===== src/rtl/display_scheduler.sv =====
// Four-digit seven-segment scan scheduler: scan/frame timing, double-buffered digit store
// with frame-aligned commit, and per-digit enable generation (on/off, leading zero, blink).
module display_scheduler #(
   parameter int unsigned SCAN_DIV     = 50000,
   parameter int unsigned BLINK_FRAMES = 64
) (
   input  logic        clk_i,
   input  logic        rst_ni,
   input  logic        wr_valid_i,
   output logic        wr_ready_o,
   input  logic [15:0] wr_data_i,
   input  logic [3:0]  wr_mask_i,
   input  logic        lz_en_i,
   input  logic [3:0]  blink_i,
   input  logic        display_on_i,
   output logic        scan_tick_o,
   output logic        frame_o,
   output logic        pending_o,
   output logic [3:0]  data_0_o,
   output logic [3:0]  data_1_o,
   output logic [3:0]  data_2_o,
   output logic [3:0]  data_3_o,
   output logic        en_0_o,
   output logic        en_1_o,
   output logic        en_2_o,
   output logic        en_3_o
);

   localparam int unsigned PW = $clog2(SCAN_DIV);
   localparam int unsigned BW = (BLINK_FRAMES > 1) ? $clog2(BLINK_FRAMES) : 1;
   localparam logic [PW-1:0] PrescMax = PW'(SCAN_DIV - 1);
   localparam logic [BW-1:0] BlinkMax = BW'(BLINK_FRAMES - 1);

   logic [PW-1:0] presc_q;
   logic [1:0]    ptr_q;
   logic [BW-1:0] blink_cnt_q;
   logic          phase_q;
   logic [15:0]   shadow_q, shadow_d;
   logic [15:0]   active_q, active_d;
   logic          pending_q, pending_d;
   logic          ready_q;
   logic [15:0]   data_q;
   logic [3:0]    en_q, en_d;
   logic [3:0]    lz;
   logic          tick, frame, accept;

   always_comb begin
      tick   = (presc_q == PrescMax);
      frame  = tick && (ptr_q == 2'd3);
      accept = wr_valid_i && ready_q;
   end

   // Accept needs ready, which implies no pending write, so accept and commit never coincide.
   always_comb begin
      shadow_d  = shadow_q;
      active_d  = active_q;
      pending_d = pending_q;
      if (frame && pending_q) begin
         active_d  = shadow_q;
         pending_d = 1'b0;
      end
      if (accept) begin
         for (int k = 0; k < 4; k++) begin
            if (wr_mask_i[k]) shadow_d[4*k +: 4] = wr_data_i[4*k +: 4];
         end
         pending_d = 1'b1;
      end
   end

   // Blank a digit only while it and every digit to its left are zero; digit 3 always shows.
   always_comb begin
      lz[0] = lz_en_i && (active_q[3:0] == 4'd0);
      lz[1] = lz[0] && (active_q[7:4] == 4'd0);
      lz[2] = lz[1] && (active_q[11:8] == 4'd0);
      lz[3] = 1'b0;
      for (int k = 0; k < 4; k++) begin
         en_d[k] = display_on_i && !lz[k] && !(blink_i[k] && phase_q);
      end
   end

   always_ff @(posedge clk_i or negedge rst_ni) begin
      if (!rst_ni) begin
         presc_q     <= '0;
         ptr_q       <= '0;
         blink_cnt_q <= '0;
         phase_q     <= 1'b0;
         shadow_q    <= '0;
         active_q    <= '0;
         pending_q   <= 1'b0;
         ready_q     <= 1'b0;
         data_q      <= '0;
         en_q        <= '0;
      end else begin
         presc_q <= tick ? '0 : presc_q + 1'b1;
         if (tick) ptr_q <= ptr_q + 1'b1;
         if (frame) begin
            if (blink_cnt_q == BlinkMax) begin
               blink_cnt_q <= '0;
               phase_q     <= !phase_q;
            end else begin
               blink_cnt_q <= blink_cnt_q + 1'b1;
            end
         end
         shadow_q  <= shadow_d;
         active_q  <= active_d;
         pending_q <= pending_d;
         ready_q   <= !pending_d;
         data_q    <= active_q;
         en_q      <= en_d;
      end
   end

   assign wr_ready_o  = ready_q;
   assign scan_tick_o = tick;
   assign frame_o     = frame;
   assign pending_o   = pending_q;
   assign data_0_o    = data_q[3:0];
   assign data_1_o    = data_q[7:4];
   assign data_2_o    = data_q[11:8];
   assign data_3_o    = data_q[15:12];
   assign en_0_o      = en_q[0];
   assign en_1_o      = en_q[1];
   assign en_2_o      = en_q[2];
   assign en_3_o      = en_q[3];

endmodule


===== config.mk =====
export PLATFORM = sky130hd
export DESIGN_NAME = display_scheduler
export DESIGN_NICKNAME = d
export VERILOG_FILES = /design/src/rtl/display_scheduler.sv
export SDC_FILE = /design/constraint.sdc
export NUM_CORES = 1
export LEC_CHECK = 0
export ABC_AREA = 1
export CORE_ASPECT_RATIO = 1.5
export CORE_MARGIN = 3
export CORE_UTILIZATION = 36
export CTS_BUF_LIST = sky130_fd_sc_hd__clkbuf_4
export DETAILED_ROUTE_END_ITERATION = 16
export GPL_TIMING_DRIVEN = 0
export SLEW_MARGIN = 20
export SYNTH_ARGS = -nofsm -noshare
export SYNTH_HDL_FRONTEND = slang
export SYNTH_SLANG_ARGS = --single-unit

===== constraint.sdc =====
create_clock -name clk_i -period 1.8 [get_ports clk_i]
set_input_delay 0.18 -clock clk_i [delete_from_list [all_inputs] [get_ports clk_i]]
set_output_delay 0.18 -clock clk_i [all_outputs]
set_load 0.01 [all_outputs]

==> results of run 1 <==
worst max path at each step:
| stage | slack, ns | start | depth (start not counted) | to |
|---|---|---|---|---|
| CTS | -0.05 | presc_q[1] | 7 | frame_o |
| floorplan | 0.41 | presc_q[0] | 7 | active_q[1] |
| global placement | -2.20 | rst_ni | 1 | ptr_q[0] |
| global route | -0.10 | presc_q[11] | 6 | frame_o |
| finish | -0.04 | presc_q[1] | 7 | frame_o |
| detailed placement | -0.24 | ptr_q[0] | 5 | frame_o |
routing by layer:
metal	track usage	up-vias
li1	-	1254
met1	0.168	1213
met2	0.260	48
met3	0.0293	22
met4	0.0941	0
met5	0	-
critical path, stage by stage (launching register included):
cell	delay (ns)
dfrtp_1	0.41
ha_4	0.16
nand3_4	0.09
buf_6	0.14
nor2_4	0.10
nand2_4	0.07
nor2_4	0.12
buf_6	0.12
registers in the layout (all words and copies together), names as in the netlist:
register	count
presc_q	16
active_q	16
ptr_q	2
blink_cnt_q	6
en_q	4
data_q	16
wr_ready_o	1
shadow_q	16
pending_o	1
phase_q	1
power by group:
| part | leakage, nW | switching, mW | internal, mW | total (mW) |
|---|---|---|---|---|
| combinational | 1.11 | 0.0525 | 0.0705 | 0.123 |
| clock | 0.0806 | 0.589 | 0.583 | 1.17 |
| sequential | 1.07 | 0.00115 | 1.78 | 1.78 |
through the flow:
step | setup TNS, ns | instances | setup WS (ns) | instance area (µm²) | util
after floorplan | 0 | 339 | 0.411 | 3310 | -
after global placement | -174.14 | 501 | -2.20 | 3970 | 0.447
after detailed placement | -0.488 | 502 | -0.244 | 4000 | 0.450
after CTS | -0.0491 | 536 | -0.0491 | 4350 | 0.490
after global routing | -0.116 | 539 | -0.103 | 4410 | 0.496
final | -0.0382 | 540 | -0.0382 | 4410 | 0.497
cells by family (layout without fill, tap and decap cells):
family / after synthesis / in the layout / share of synthesized area
simple gates: 182 / 182 / 0.246
flops: 79 / 79 / 0.596
buf+inv: 39 / 129 / 0.0495
mux: 16 / 16 / 0.0544
compound gates: 11 / 11 / 0.0185
xor+xnor: 9 / 9 / 0.0238
fa+ha+maj: 3 / 3 / 0.0113
other cells: 0 / 1 / 0
final cells by class:
type / count / area, µm²
sequential: 79 / 1980
inverter: 31 / 116
timing repair buffer: 75 / 719
fill: 849 / 4470
clock inverter: 4 / 71.3
multi-input combinational: 221 / 1240
antenna: 1 / 2.50
clock buffer: 11 / 82.6
tap: 110 / 138
buffer: 8 / 63.8
layout by cell type (no fill, tap or decap), types with 2 or more instances in the layout:
| master | n |
|---|---|
| clkdlybuf4s50_1 | 49 |
| xor2_1 | 5 |
| nand2_2 | 5 |
| bufinv_16 | 2 |
| nand3_1 | 10 |
| xnor2_1 | 4 |
| nor2_4 | 4 |
| nand4_1 | 20 |
| dfrtp_2 | 3 |
| buf_6 | 5 |
| clkbuf_1 | 2 |
| nand2_1 | 95 |
| nor2_1 | 34 |
| or2_2 | 2 |
| inv_1 | 25 |
| mux2_2 | 16 |
| nor2_2 | 3 |
| a21oi_1 | 6 |
| inv_2 | 6 |
| nand3_2 | 2 |
| nor3_1 | 2 |
| dfrtp_1 | 76 |
| buf_4 | 23 |
| o21ai_0 | 2 |
| clkbuf_4 | 11 |
repair_timing:
action                                  CTS  global route
endpoints found under the setup margin    2             3
hold buffers                              1             0
gates resized for setup                  26            12
hold endpoints to repair                 32             0
buffers inserted                         18             3
pin swaps                                 6             2
==> summary.md, run 1 <==
| Metric | Value |
|---|---|
| Cells after synthesis | `339` |
| HP Class | `input pin to async pin` |
| Share of layout cells above drive strength 1 | `0.214` |
| Slew HR | `0.691` |
| Maxcap violations | `0` |
| Power Total | `3.07 mW` |
| Post-Syn Area | `3310 µm²` |
| First-pass GRT wire length | `12.0 mm` |
| Max Clock Freq | `544 MHz` |
| Critical path launch point type | `flop` |
| Initial detailed-routing violation count | `70` |
| Leakage | `2.26 nW` |
| RSZ-0062 raised after global routing | `yes` |
| Routed WL | `7.35 mm` |
| Most common cell in the netlist | `nand2_1` |
| Fin nets | `roughly 460` |
| Kind of critical path | `flop to output port` |
| Row count | `42` |
| Final WS setup | `-0.0382 ns` |
| Die Ht | `between 100 and 150 µm` |
| P per Cell Area | `697 nW/µm²` |
| Tmin final | `approximately 1.8 ns` |
| Gr ovfl total | `0` |
| Post-synth EDFFs | `0` |
| CP Data Arrival Time | `1.66 ns` |
| Drt wl/cell | `13.6 µm` |
| Status | `complete, but fails checks` |
| H-tree depth | `3` |
| Num ports | `53` |
| Met2 WL | `around 3.9 mm` |
| Post-synth top area share | `0.596` |
| Yosys warning count | `0` |
| Top Layer Used | `met4` |
| Pre-antenna DRT Iters | `4` |
| CP required | `around 1.6 ns` |
| Area leader, netlist | `dfrtp_1` |
| Vias | `2,537` |
| Slew @ Worst Pin | `roughly 0.46 ns` |
| Distinct cell type count of the synthesized netlist | `28` |
| Layout area overhead | `33.1%` |
| Hold Vio Cnt, Final | `0` |
| R2R cell count | `11` |
| Synth Net Count | `371` |
| Vias in the first global route | `2,582` |
| Initial antenna violation count | `0` |
| Hold slack | `around 0.22 ns` |
| CTS Sinks | `79` |
| Clock skew | `0.0158 ns` |
| Violated checks | `setup timing` |
| Worst setup EP type | `output port` |
| DRC errors left | `0` |
| Detail Route Antenna Nets | `0` |
| Overall die area | `10,400 µm²` |
| #FFs+latches synth | `approximately 80` |
| Synth async-reset ratio | `1.00` |
| Finish-stage setup viols | `1` |
| GP Congestion | `~0.82` |
| Worst vdd ir | `about 370 µV` |
| Max Root-Sink Buffers | `2` |
| Worst-path clk slew | `0.12 ns` |
| Starting density of the core | `0.373` |
| Synth top cells by count | `nand2_1 (98), dfrtp_1 (79), nor2_1 (37)` |
| Main synth FF type | `dfrtp_1` |
| CTS root buffer | `clkbuf_4` |
| Crit Path Max Fanout | `3` |
| Placed wire-length estimate | `between 5 and 6 mm` |
| CTS Buf Count | `9` |
| Port Buf Inserts | `52` |
| Skew-Pair Late Insertion Delay | `0.44 ns` |
| Largest net degree at the start of global routing | `48` |
| Count of pins over their slew limit | `0` |
| M1 WL | `2.90 mm` |
| Die width | `84.3 µm` |
| CTS tree | `built` |
| Routed wl met3 | `257 µm` |
| R2R Path End | `presc_q[12]` |
| Total track usage | `0.150` |
| Worst reg2reg setup slack | `about 0.070 ns` |
| Final period util | `1.02` |
| Worst R2R Start | `presc_q[11]` |
| Seq/Total Area, Yosys | `0.596` |
| Core region area | `8880 µm²` |
| Top area cells in the synthesized netlist | `dfrtp_1 (60%), nand2_1 (11%), mux2_2 (5.4%)` |
| Syn avg cell area | `9.78 µm²` |
| DR vias/cell | `4.70` |
Power figures use the tool's default switching activity.
==> run 2, diff against run 1 <==
Settings changed: CORE_UTILIZATION 36 to 45, PLACE_DENSITY set to 0.69, SLEW_MARGIN 20 to 5.
Clock period 1.8 ns to 2.3 ns, I/O delays scaled along.
==> summary.md, run 2 (synthesis results as in run 1) <==
| Metric | Value |
|---|---|
| Row count | `37` |
| Clock skew | `0.0102 ns` |
| R2R Path End | `active_q[15]` |
| CP dominant cell by count | `nand2_1` |
| Largest net degree at the start of global routing | `46` |
| Crit Path Max Fanout | `10` |
| CTS Sinks | `79` |
| CP required | `2.07 ns` |
| Post-Layout Cell Count | `511` |
| Placed wire-length estimate | `4.85 mm` |
| Routed WL | `6.51 mm` |
| Initial antenna violation count | `0` |
| RSZ-0062 raised after global routing | `no` |
| Slew HR | `0.701` |
| First-pass GRT wire length | `between 10 and 15 mm` |
| GP Congestion | `0.843` |
| P per Cell Area | `544 nW/µm²` |
| Vias | `2,417` |
| Kind of critical path | `flop to output port` |
| Most frequent cells in the layout | `nand2_1 (98), dfrtp_1 (78), clkdlybuf4s50_1 (49)` |
| # placed instances | `489` |
| R2R cell count | `10` |
| Initial detailed-routing violation count | `114` |
| Layout area overhead | `26.2%` |
| Port Buf Inserts | `52` |
| Overall die area | `8450 µm²` |
| Share of layout cells above drive strength 1 | `0.147` |
| Worst-path clk slew | `approximately 0.12 ns` |
| Status | `finished, final reports clean` |
| DR vias/cell | `4.73` |
| CTS Buf Count | `9` |
| Num ports | `53` |
| Gr ovfl total | `0` |
| HP Class | `input pin to async pin` |
| Max Clock Freq | `482 MHz` |
| Leakage | `2.17 nW` |
| Total track usage | `0.166` |
| Vias in the first global route | `2,381` |
| CP Data Arrival Time | `1.84 ns` |
| Finish-stage setup viols | `0` |
| Power Total | `2.27 mW` |
| Maxcap violations | `0` |
| Tmin final | `around 2.1 ns` |
| Final period util | `0.901` |
| DRC errors left | `0` |
| Die width | `76.1 µm` |
| Starting density of the core | `0.474` |
| Die Ht | `111 µm` |
| Count of pins over their slew limit | `0` |
| Max Root-Sink Buffers | `2` |
| Crit path cell chain | `buf_4 > inv_1 > nand2_1 > nor2_1 > nand2_1 > nor2_4 > buf_6 > dlygate4sd2_1` |
| CTS root buffer | `clkbuf_4` |
| Detail Route Antenna Nets | `0` |
| Worst R2R Start | `presc_q[11]` |
| Hold Vio Cnt, Final | `0` |
| Crit path largest cell delay | `0.43 ns` |
| Antenna Cells | `0` |
| Worst reg2reg setup slack | `a little over 0.7 ns` |
| H-tree depth | `3` |
| Worst vdd ir | `383 µV` |
| Worst setup EP type | `output port` |
| CTS tree | `built` |
| Critical path launch point type | `flop` |
| Skew-Pair Late Insertion Delay | `0.41 ns` |
| Pre-antenna DRT Iters | `5` |
| Slowest-stage cell, CP | `dfrtp_1` |
| Core region area | `between 6000 and 7000 µm²` |
| Slew @ Worst Pin | `0.449 ns` |
| Commonest non-fill, non-tap cell in the layout | `nand2_1` |
| Drt wl/cell | `12.7 µm` |
| Worst setup startpoint | `presc_q[11]` |
| Fin nets | `441` |
==> run 2: changes by cell type in the layout (fill, tap and decap cells not counted), moves of 3 or more <==
cell / delta
inv_2: -4
buf_6: -3
clkinv_2: +3
inv_1: +4
buf_4: -16
nand2_1: +3
==> run 2: worst max path at each step <==
| stage | endpoint | cells past startpoint |
|---|---|---|
| after global placement | active_q[4] | 1 |
| after global routing | scan_tick_o | 8 |
| final | scan_tick_o | 8 |
| after CTS | scan_tick_o | 7 |
| after floorplan | active_q[1] | 7 |
| after detailed placement | scan_tick_o | 7 |
==> run 2: worst max-delay path: cells and delay by family (launching register included) <==
kind / cells / cell delay (ns)
buffers and inverters: 4 / 0.63
and+or+nand+nor: 4 / 0.36
DFF: 1 / 0.43
==> run 2: layout make-up <==
| cell class | instances | area (µm²) |
|---|---|---|
| inverters | 31 | 116 |
| flip-flops and latches | 79 | 1980 |
| clock buffers | 9 | 67.6 |
| repair buffers | 59 | 591 |
| multi-input cells | 221 | 1190 |
| plain buffers | 8 | 55.1 |
| well taps | 97 | 121 |
| clock inverters | 7 | 63.8 |
| fillers | 614 | 2810 |
==> run 2: per-layer routing <==
metal  GRT usage  wire length (µm)
met1       0.191              2710
met2       0.287              3400
met3      0.0415               265
met4      0.0798               139
met5           0                 0
==> run 2: report_power, final <==
| group | internal [mW] | leakage, nW | switching, mW |
|---|---|---|---|
| Sequential | 1.39 | 1.08 | 0.00194 |
| Clock | 0.322 | 0.0691 | 0.464 |
| Combinational | 0.0551 | 1.02 | 0.0402 |
| Total | 1.77 | 2.17 | 0.506 |
==> run 2: stage by stage <==
| stage | hold slack, ns | setup slack [ns] | instance area (µm²) | util | setup TNS, ns |
|---|---|---|---|---|---|
| global placement | 0.361 | -1.70 | 3960 | 0.566 | -134.14 |
| finish | 0.295 | 0.227 | 4180 | 0.599 | 0 |
| detailed placement | 0.208 | 0.228 | 3980 | 0.570 | 0 |
| floorplan | -0.0656 | 0.911 | 3310 | - | 0 |
| CTS | 0.294 | 0.189 | 4180 | 0.599 | 0 |
| global route | 0.322 | 0.0861 | 4180 | 0.599 | 0 |
==> run 2: what timing repair did <==
item | 4_1_cts | 5_1_grt
hold buffers | 1 | 0
gates resized for setup | 10 | 0
setup endpoints to repair | 2 | 0
setup buffers | 5 | 0
endpoints found under the hold margin | 34 | 0
==> run 3, diff against run 2 <==
Settings changed: CORE_UTILIZATION 45 to 59, PLACE_DENSITY 0.69 to 0.87.
==> summary.md, run 3 (synthesis results as in run 1) <==
| Metric | Value |
|---|---|
| Initial antenna violation count | `0` |
| Worst vdd ir | `609 µV` |
| Util after Layout | `0.796` |
| Largest net degree at the start of global routing | `43` |
| Slew @ Worst Pin | `between 0.4 and 0.5 ns` |
| Port Buf Inserts | `52` |
| Tmin final | `2.07 ns` |
| Initial detailed-routing violation count | `173` |
| Pre-antenna DRT Iters | `4` |
| Overall die area | `between 6000 and 7000 µm²` |
| Status | `finished, final reports clean` |
| DRC errors left | `0` |
| CTS Buf Count | `9` |
| First-pass GRT wire length | `11.9 mm` |
| Placed wire-length estimate | `approximately 5 mm` |
| NetSw | `535 µW` |
| Total track usage | `0.244` |
| Layout area overhead | `27.0%` |
| Core region area | `5290 µm²` |
| Drt wl/cell | `around 15 µm` |
| Final period util | `0.902` |
| Share of layout cells above drive strength 1 | `0.161` |
| Fin nets | `roughly 440` |
| Worst setup EP type | `output port` |
| Comb pwr share | `0.039` |
| Worst R2R Start | `presc_q[0]` |
| # fillers | `between 300 and 400` |
| Leakage | `around 2.2 nW` |
| Critical path launch point type | `flop` |
| DR vias/cell | `5.40` |
| Commonest non-fill, non-tap cell in the layout | `nand2_1` |
| P per Cell Area | `around 580 nW/µm²` |
| Crit Path Max Fanout | `10` |
| Max Clock Freq | `482 MHz` |
| Gr ovfl total | `0` |
| Worst reg2reg setup slack | `0.67 ns` |
| Skew-Pair Late Insertion Delay | `0.42 ns` |
| Sw Ratio | `0.221` |
| Final TNS setup | `0 ns` |
| Worst-path clk slew | `0.14 ns` |
| Power Internal | `1.89 mW` |
| Maxcap violations | `0` |
| CP Data Arrival Time | `roughly 1.8 ns` |
| CTS tree | `built` |
| Clock skew | `0.0159 ns` |
| Routed WL | `7.25 mm` |
| Slew HR | `0.685` |
| Count of pins over their slew limit | `0` |
| RSZ-0062 raised after global routing | `no` |
| CP required | `2.07 ns` |
| Row count | `32` |
| GP Congestion | `roughly 0.82` |
| Die width | `67.2 µm` |
| Clk network pwr share | `0.387` |
| Vias in the first global route | `between 2,000 and 3,000` |
| Finish-stage setup viols | `0` |
| Max Root-Sink Buffers | `2` |
| Antenna Cells | `0` |
| R2R cell count | `9` |
| R2R Path End | `active_q[10]` |
| CTS root buffer | `clkbuf_4` |
| HP Class | `input pin to async pin` |
| Die Ht | `97.8 µm` |
| Vias | `2,616` |
| Most frequent cells in the layout | `nand2_1 (98), dfrtp_1 (77), clkdlybuf4s50_1 (49)` |
| Detail Route Antenna Nets | `0` |
| CTS Sinks | `79` |
| H-tree depth | `3` |
| Kind of critical path | `flop to output port` |
| Flop pwr share | `0.575` |
| Hold Vio Cnt, Final | `0` |
| Num ports | `53` |
| Starting density of the core | `0.627` |
run 3: what timing repair did:
action / CTS / global route
hold buffers: 1 / 0
endpoints found under the setup margin: 2 / 1
buffers inserted: 7 / 1
pin swaps: 2 / 0
hold endpoints to repair: 37 / 0
resized for setup: 12 / 2
run 3: layout make-up:
cell class / instances / area [µm²] / share of cell area
clock buffer: 9 / 67.6 / 0.0161
buffer: 8 / 55.1 / 0.0131
multi-input combinational: 221 / 1200 / 0.285
sequential: 79 / 1980 / 0.470
inverter: 31 / 116 / 0.0277
tap: 68 / 85.1 / 0.0202
clock inverter: 6 / 93.8 / 0.0223
timing repair buffer: 62 / 609 / 0.145
run 3: worst max path at each step:
stage | slack [ns] | startpoint | cells after the start | end
after global placement | -1.63 | rst_ni | 1 | shadow_q[4]
after global routing | 0.11 | presc_q[0] | 7 | scan_tick_o
final | 0.23 | presc_q[0] | 7 | scan_tick_o
after CTS | 0.009 | presc_q[11] | 6 | frame_o
after detailed placement | 0.22 | presc_q[0] | 7 | scan_tick_o
after floorplan | 0.91 | presc_q[0] | 7 | active_q[1]
run 3: worst max-delay path, cell delays in order (launching register included):
cell,delay [ns]
dfrtp_1,0.39
ha_2,0.23
nand3_4,0.12
inv_1,0.07
nand2_1,0.08
nor2_4,0.11
buf_6,0.15
dlygate4sd2_1,0.27
run 3: per-stage QoR:
| stage | setup slack [ns] | std cells | instance area [µm²] | power, mW | hold WS [ns] |
|---|---|---|---|---|---|
| 2_1_floorplan | 0.911 | 339 | 3310 | 1.43 | -0.0656 |
| 3_3_place_gp | -1.63 | 459 | 3920 | 1.51 | 0.361 |
| 3_5_place_dp | 0.223 | 460 | 3940 | 1.51 | 0.220 |
| 4_1_cts | 0.00868 | 483 | 4200 | 2.44 | 0.295 |
| 5_1_grt | 0.108 | 484 | 4210 | 2.52 | 0.296 |
| 6_report | 0.226 | 484 | 4210 | 2.43 | 0.291 |
run 3: power groups by stage:
stage                     sequential (mW)  clock (mW)  combinational, mW
final                                1.39       0.938             0.0938
after global routing                 1.39        1.02              0.104
after CTS                            1.39       0.947             0.0965
after detailed placement             1.42           0             0.0942
after global placement               1.42           0             0.0889
after floorplan                      1.42           0            0.00546
run 3: metal layers:
| metal | track usage | wire (µm) | share of wire | up-vias |
|---|---|---|---|---|
| met1 | 0.268 | 2570 | 0.35 | 1250 |
| met4 | 0.153 | 352 | 0.049 | 0 |
| li1 | - | - | - | 1230 |
| met2 | 0.406 | 3900 | 0.54 | 102 |
| met3 | 0.0621 | 427 | 0.059 | 34 |
| met5 | 0 | 0 | 0 | - |
